File: src/rtl/proc_pkg.sv
// Shared ISA constants for the decode stage: opcodes, field positions and D/X field widths.
package proc_pkg;

  localparam logic [4:0] OP_R    = 5'b00000;
  localparam logic [4:0] OP_J    = 5'b00001;
  localparam logic [4:0] OP_BNE  = 5'b00010;
  localparam logic [4:0] OP_JAL  = 5'b00011;
  localparam logic [4:0] OP_JR   = 5'b00100;
  localparam logic [4:0] OP_ADDI = 5'b00101;
  localparam logic [4:0] OP_BLT  = 5'b00110;
  localparam logic [4:0] OP_SW   = 5'b00111;
  localparam logic [4:0] OP_LW   = 5'b01000;
  localparam logic [4:0] OP_SETX = 5'b10101;
  localparam logic [4:0] OP_BEX  = 5'b10110;

  localparam int unsigned OPCODE_LSB = 27;
  localparam int unsigned RD_LSB     = 22;
  localparam int unsigned RS_LSB     = 17;
  localparam int unsigned RT_LSB     = 12;
  localparam int unsigned SHAMT_LSB  = 7;
  localparam int unsigned ALUOP_LSB  = 2;
  localparam int unsigned IMM_LSB    = 0;
  localparam int unsigned TARGET_LSB = 0;

  localparam int unsigned INSN_W   = 32;
  localparam int unsigned OPCODE_W = 5;
  localparam int unsigned REG_W    = 5;
  localparam int unsigned SHAMT_W  = 5;
  localparam int unsigned ALUOP_W  = 5;
  localparam int unsigned IMM_W    = 17;
  localparam int unsigned TARGET_W = 27;
  localparam int unsigned CNT_W    = 32;

  localparam logic [4:0] R_STATUS = 5'd30;

endpackage

File: src/rtl/load_use_detect.sv
// Combinational load-use hazard check of the F/D instruction against a load in execute.
module load_use_detect
  import proc_pkg::*;
(
  input  logic [INSN_W-1:0] fd_insn,
  input  logic              fd_valid,
  input  logic              x_is_load,
  input  logic [REG_W-1:0]  x_rd,
  output logic              stall
);

  logic [OPCODE_W-1:0] opcode;
  logic [REG_W-1:0]    rd, rs, rt;
  logic                use_rd, use_rs, use_rt, use_status;
  logic                unused_low_bits;

  assign opcode = fd_insn[OPCODE_LSB +: OPCODE_W];
  assign rd     = fd_insn[RD_LSB +: REG_W];
  assign rs     = fd_insn[RS_LSB +: REG_W];
  assign rt     = fd_insn[RT_LSB +: REG_W];
  assign unused_low_bits = ^fd_insn[RT_LSB-1:0];

  always_comb begin
    use_rd     = 1'b0;
    use_rs     = 1'b0;
    use_rt     = 1'b0;
    use_status = 1'b0;
    case (opcode)
      OP_R:                  begin use_rs = 1'b1; use_rt = 1'b1; end
      OP_ADDI, OP_LW:        use_rs = 1'b1;
      OP_SW, OP_BNE, OP_BLT: begin use_rd = 1'b1; use_rs = 1'b1; end
      OP_JR:                 use_rd = 1'b1;
      OP_BEX:                use_status = 1'b1;
      default: ;
    endcase
  end

  // r0 is hardwired, so a load targeting it can never feed a dependent.
  assign stall = fd_valid & x_is_load & (x_rd != '0) &
                 ((use_rd & (x_rd == rd)) | (use_rs & (x_rd == rs)) |
                  (use_rt & (x_rd == rt)) | (use_status & (x_rd == R_STATUS)));

endmodule

File: src/rtl/decode_stage.sv
// Decode stage: F/D register, field split, load-use stall, D/X register and stall counter.
module decode_stage
  import proc_pkg::*;
#(
  parameter int unsigned W = 32
) (
  input  logic                clock,
  input  logic                reset,
  input  logic                f_valid,
  input  logic [W-1:0]        f_insn,
  input  logic [W-1:0]        f_pc,
  input  logic                x_is_load,
  input  logic [REG_W-1:0]    x_rd,
  input  logic                flush,
  output logic                stall_f,
  output logic                dx_valid,
  output logic [OPCODE_W-1:0] dx_opcode,
  output logic [REG_W-1:0]    dx_rd,
  output logic [REG_W-1:0]    dx_rs,
  output logic [REG_W-1:0]    dx_rt,
  output logic [SHAMT_W-1:0]  dx_shamt,
  output logic [ALUOP_W-1:0]  dx_aluop,
  output logic [IMM_W-1:0]    dx_imm17,
  output logic [TARGET_W-1:0] dx_target,
  output logic [W-1:0]        dx_pc,
  output logic [CNT_W-1:0]    stall_count
);

  logic             fd_valid;
  logic [W-1:0]     fd_insn, fd_pc;
  logic             dx_valid_q;
  logic [W-1:0]     dx_insn, dx_pc_q;
  logic [CNT_W-1:0] stall_cnt;

  load_use_detect u_hazard (
    .fd_insn  (fd_insn),
    .fd_valid (fd_valid),
    .x_is_load(x_is_load),
    .x_rd     (x_rd),
    .stall    (stall_f)
  );

  // Flush wins over stall; invalid F/D entries enter D/X as all-zero bubbles.
  always_ff @(posedge clock) begin
    if (reset) begin
      fd_valid   <= 1'b0;
      fd_insn    <= '0;
      fd_pc      <= '0;
      dx_valid_q <= 1'b0;
      dx_insn    <= '0;
      dx_pc_q    <= '0;
      stall_cnt  <= '0;
    end else if (flush) begin
      fd_valid   <= 1'b0;
      fd_insn    <= '0;
      fd_pc      <= '0;
      dx_valid_q <= 1'b0;
      dx_insn    <= '0;
      dx_pc_q    <= '0;
    end else if (stall_f) begin
      dx_valid_q <= 1'b0;
      dx_insn    <= '0;
      dx_pc_q    <= '0;
      stall_cnt  <= stall_cnt + 1'b1;
    end else begin
      fd_valid   <= f_valid;
      fd_insn    <= f_insn;
      fd_pc      <= f_pc;
      dx_valid_q <= fd_valid;
      dx_insn    <= fd_valid ? fd_insn : '0;
      dx_pc_q    <= fd_valid ? fd_pc : '0;
    end
  end

  assign dx_valid    = dx_valid_q;
  assign dx_opcode   = dx_insn[OPCODE_LSB +: OPCODE_W];
  assign dx_rd       = dx_insn[RD_LSB +: REG_W];
  assign dx_rs       = dx_insn[RS_LSB +: REG_W];
  assign dx_rt       = dx_insn[RT_LSB +: REG_W];
  assign dx_shamt    = dx_insn[SHAMT_LSB +: SHAMT_W];
  assign dx_aluop    = dx_insn[ALUOP_LSB +: ALUOP_W];
  assign dx_imm17    = dx_insn[IMM_LSB +: IMM_W];
  assign dx_target   = dx_insn[TARGET_LSB +: TARGET_W];
  assign dx_pc       = dx_pc_q;
  assign stall_count = stall_cnt;

endmodule

File: config.mk
export PLATFORM = sky130hd
export DESIGN_NAME = decode_stage
export DESIGN_NICKNAME = d
export VERILOG_FILES = /design/src/rtl/proc_pkg.sv /design/src/rtl/load_use_detect.sv /design/src/rtl/decode_stage.sv
export SDC_FILE = /design/constraint.sdc
export NUM_CORES = 1
export LEC_CHECK = 0
export ABC_AREA = 1
export CORE_MARGIN = 2
export CORE_UTILIZATION = 52
export CTS_BUF_LIST = sky130_fd_sc_hd__clkbuf_8
export DETAILED_ROUTE_END_ITERATION = 16
export PLACE_DENSITY = 0.88
export SLEW_MARGIN = 20
export SYNTH_ARGS = -nofsm -noshare
export SYNTH_HDL_FRONTEND = slang
export SYNTH_SLANG_ARGS = --single-unit
File: constraint.sdc
create_clock -name clock -period 3.5 [get_ports clock]
set_input_delay 0.7 -clock clock [delete_from_list [all_inputs] [get_ports clock]]
set_output_delay 0.7 -clock clock [all_outputs]
set_load 0.005 [all_outputs]
* After elaboration in Yosys (flattened, before gate mapping) *
Index checks and enable logic that the tools add are counted.

storage, ports and cells
  register bits after elaboration = 162
  bits of input ports = 74
  output and inout bits = 140
  logic and storage cells = 43

operators by class
  add/sub/neg operators = 1
  equal/unequal tests = 11
  muxes and demuxes = 4
  bitwise operators = 12
  reduce and logical (&&, ||, !) cells = 8

operators with widths
  cell                                           number
  adder 32 x 1 -> 32 bit, second input constant  1
  == test 5 x 3 -> 1 bit, second input constant  4
  == test 5 bit                                  3
  == test 5 bit, second input constant           2
  OR reduction 4 bit                             2
  bitwise AND 1 bit                              7
  OR reduction 6 bit                             1
  == test 5 x 2 -> 1 bit, second input constant  1
  == test 5 x 4 -> 1 bit, second input constant  1
  zero test 5 bit                                1
  nonzero test 5 bit                             1
  two-way mux 1 bit                              4
  bitwise OR 1 bit                               3
  OR reduction 3 bit                             1
  NOT 1 bit                                      2
  AND reduction 2 bit                            1
  OR reduction 2 bit                             1

* Depth between registers and ports, before layout *
  word-level depth = 9
  depth in mapped cells = 14
  depth with buffers taken out = 12

* Modules after synthesis *
Synthesis repeated with hierarchy kept, for this count alone.

second synthesis, totals
  cells, all modules = 813
  area total of the unflattened synthesis = 6267.3 um^2

modules (own cells, without submodules)
  module           times used  cells an instance  area an instance (um^2)  sequential area each (um^2)
  decode_stage     1           727                5889.4                   3243.1
  load_use_detect  1           86                 377.9                    0.0

* Worst setup path before layout *
Ideal clock, no wire load.

  path kind = in2out
  start = in x_rd[3]
  end = out stall_f
  arrival time = 1.494 ns
  required time = 2.800 ns
  path slack = 1.306 ns
  stages = 11
  buffers on the path = 1
  cell sequence = inv_2 > nand2_1 > nand2_1 > nor2_1 > nand2_1 > nor2_1 > nand2_1 > nand3_2 > nand2_2 > inv_2 > buf_2

on the way
  longest elaborated chain between the ends = 6
  elaborated cells between the ends (all ways) = 14
  those cells by class = eq/ne: 4; bitwise: 9; reduce/logical: 1

RTL lines
  element                         line                   RTL
  from (decl)                     decode_stage.sv:13     input logic [REG_W-1:0] x_rd,
  == test 5 bit                   load_use_detect.sv:40  ((use_rd & (x_rd == rd)) | (use_rs & (x_rd == rs)) |
  bitwise AND 1 bit               load_use_detect.sv:40
  bitwise OR 1 bit (2 in series)  load_use_detect.sv:40
  bitwise OR 1 bit                load_use_detect.sv:41  (use_rt & (x_rd == rt)) | (use_status & (x_rd == R_STATUS)));
  bitwise AND 1 bit *             load_use_detect.sv:39  assign stall = fd_valid & x_is_load & (x_rd != '0) &
  to (decl)                       decode_stage.sv:15     output logic stall_f,

Mark *: on every way between the ends. The rest lies on a longest branch, timed or not.

* Final worst setup path *
  start = in x_rd[4]
  end = out stall_f

The elaborated chain is that of the path after synthesis.

==> impl_metrics.json <==
{
  "status": "completed",
  "grt_pass1_vias": 5931,
  "grt_max_degree": 66,
  "grt_pass1_wl_um": 28000,
  "fp-row-count": 41,
  "routabilityCongestion": 0.856,
  "die_h_um": 119,
  "finalHoldViolations": 0,
  "mostFrequentLayoutCell": "nor2_1",
  "synth-edff-count": 0,
  "syn_inst": 970,
  "yosysWarningCount": 0,
  "cp_slowest_cell": "clkdlybuf4s50_1",
  "hold_path.class": "register to register",
  "numClockSinks": 162,
  "antenna_left": 0,
  "maxCapViolCount": 0,
  "maxSlewHeadroom_pct": 51.3,
  "cts_tree": "done",
  "layout_common_cells": "nor2_1 (267), clkdlybuf4s50_1 (213), dfxtp_1 (162), inv_1 (134), nand2_1 (129)",
  "grt.total_usage_pct": 24.5,
  "grt_overflow": 0,
  "path_cells": "clkdlybuf4s50_1 -> inv_2 -> nand2_1 -> nand2_1 -> nor2_1 -> nand2_1 -> nor2_1 -> nor2_1 -> nand3_2 -> nand2_2 -> inv_2 -> clkdlybuf4s50_1",
  "cts_resized": 0,
  "drt-initial-drc-count": 546,
  "synth_area_leaders": "dfxtp_1 (47%), nor2_1 (15%), inv_1 (7.3%)",
  "p_sw_uw": 793,
  "setup_tns_ns": 0,
  "critPathArrivalTime_ns": 2.54,
  "syn_area_per_cell_um2": 7.08,
  "dp_hpwl_um": 11800,
  "internal_power_uw": 2830,
  "firstDrtPassIters": 6,
  "worst_path_dominant_cell_family": "buffers and inverters",
  "fin_cells": 1315,
  "hold_buffers": 0,
  "antenna_found_initial": 0,
  "worstReg2RegStart": "fd_insn[28]$_SDFFE_PP0N_",
  "max_stage_delay_ns": 0.60,
  "vias_per_cell": 4.91,
  "via_count": 6452,
  "h-tree-depth": 4,
  "cts_setup_buffers": 0,
  "syn-num-nets": 1045,
  "n_antenna_cell": 0,
  "r2r_cells": 13,
  "routed_wl_um": 17200,
  "power_density_nw_per_um2": 393,
  "r2r_slack_ns": 1.38,
  "n_fill_cell": 991,
  "drc": 0,
  "setup_viol": 0,
  "cts_buffers": 17,
  "die_x_um": 119,
  "worst_clock_skew_ns": 0.0132,
  "async_reset_ff_share_pct": 0,
  "ys_ff_latch": 162,
  "min-delay-start": "fd_pc[13]$_SDFFE_PP0N_",
  "clockBufferDepth": 2,
  "rsz0062_at_grt": "false",
  "synth_area_leader_cell": "dfxtp_1",
  "combinationalPowerShare_pct": 6.8,
  "final_max_slew_viol_count": 0,
  "final_area_um2": 9210,
  "boundaryPins": 214,
  "clk_latency_ns": 0.46,
  "start_kind": "input port",
  "coreArea_um2": 12800,
  "p_seq_share_pct": 52.4,
  "whs_endpoint": "dx_pc[13]$_SDFF_PP0_",
  "swShare_pct": 21.9,
  "dpl_cell_area_um2": 8780,
  "period_share_pct": 92.7,
  "synthFlopType": "dfxtp_1",
  "area_growth_pct": 34.1,
  "port_buffers": 213,
  "ys_seq_area_share_pct": 47.2,
  "cp_max_fo": 5,
  "timing.rr.end": "fd_pc[21]$_SDFFE_PP0N_",
  "period_needed_ns": 3.24,
  "layout-drive-gt1-share_pct": 5.51,
  "critPathCaptureType": "output port",
  "critPathBufInv": 4,
  "yosysTopAreaCellShare_pct": 47.2,
  "worstPathRequired_ns": 2.80,
  "routedWlPerCell_um": 13.1,
  "root_buffer": "clkbuf_8",
  "holdPathStages": 2,
  "fmax_mhz": 308,
  "netlist_area_um2": 6870,
  "nets": 1207,
  "clkPwrFrac_pct": 40.8,
  "synth_cell_types": 27,
  "initial_utilization_pct": 53.8,
  "critPathKind": "input port to output port",
  "dp_cells": 1285,
  "utilization_pct": 72.1,
  "whs_ns": 0.422,
  "tightest_slew_ns": 0.731,
  "die_area_um2": 14200,
  "ir_drop_mv": 0.360,
  "path_clk_slew_ns": 0.09,
  "p_leak_uw": 0.00367
}
[synth_stat cells, types with 2 or more instances]
cell and count:
nor2_1 268, xnor2_1 3, nand4_1 41, clkbuf_1 13
inv_2 11, o21ai_1 60, buf_6 9, nor3_1 11
buf_4 49, o21ai_0 5, inv_1 133, buf_2 11
xor2_1 2, buf_1 3, nand2_1 129, nand3_2 2
nor2_2 2, nand3_1 48, dfxtp_1 162
[state kept, by name (all words and copies together), names as in the netlist]
| name | count |
|---|---|
| dx_valid | 1 |
| stall_count | 32 |
| dx_pc | 32 |
| fd_insn | 32 |
| fd_valid | 1 |
| fd_pc | 32 |
| dx_insn | 32 |
[worst max path at each step]
stage	to	start	cells after the start	slack, ns
after global placement	stall_f	x_rd[3]	12	0.26
final	stall_f	x_rd[4]	12	0.26
after global routing	stall_f	x_rd[1]	12	0.13
after floorplan	stall_f	x_rd[3]	11	1.31
after detailed placement	stall_f	x_rd[4]	12	0.25
after CTS	stall_f	x_rd[4]	12	0.24
[per-stage QoR]
step	setup WS, ns	power (uW)
floorplan	1.31	2060
global placement	0.260	2180
detailed placement	0.252	2180
CTS	0.243	3650
global route	0.131	3760
finish	0.255	3620
[metal layers]
metal / GRT usage, % / share of wire, %
met4: 11.2 / 3.0
met2: 39.4 / 48
met3: 8.19 / 8.3
met1: 29.7 / 41
met5: 0 / 0
[logic make-up (layout without fill, tap and decap cells)]
| family | count (synthesis) | in the layout | share of synthesized area, % |
|---|---|---|---|
| simple gates | 504 | 504 | 30.5 |
| buf+inv | 230 | 403 | 16.4 |
| flops | 162 | 162 | 47.2 |
| compound gates | 68 | 68 | 5.03 |
| xor+xnor | 5 | 5 | 0.637 |
| fa+ha+maj | 1 | 1 | 0.182 |
[tightest hold or removal path, cell delays in order (launching register included)]
cell     delay (ns)
dfxtp_1        0.31
inv_1          0.05
nor2_1         0.04
[cell type report]
cell class	count	area (um^2)	share of cell area, %
Timing Repair Buffer	228	2270	24.6
Sequential cell	162	3240	35.2
Multi-Input combinational cell	578	2510	27.2
Clock inverter	10	159	1.72
Inverter	145	544	5.91
Tap cell	172	215	2.34
Clock buffer	20	275	2.99
[power groups by stage]
stage	clock (uW)	sequential (uW)	combinational, uW
3_3_place_gp	0	1940	237
3_5_place_dp	0	1940	242
5_1_grt	1580	1900	275
6_report	1480	1900	244
4_1_cts	1510	1900	244
2_1_floorplan	0	1930	124
(Power assumes the default switching activity.)
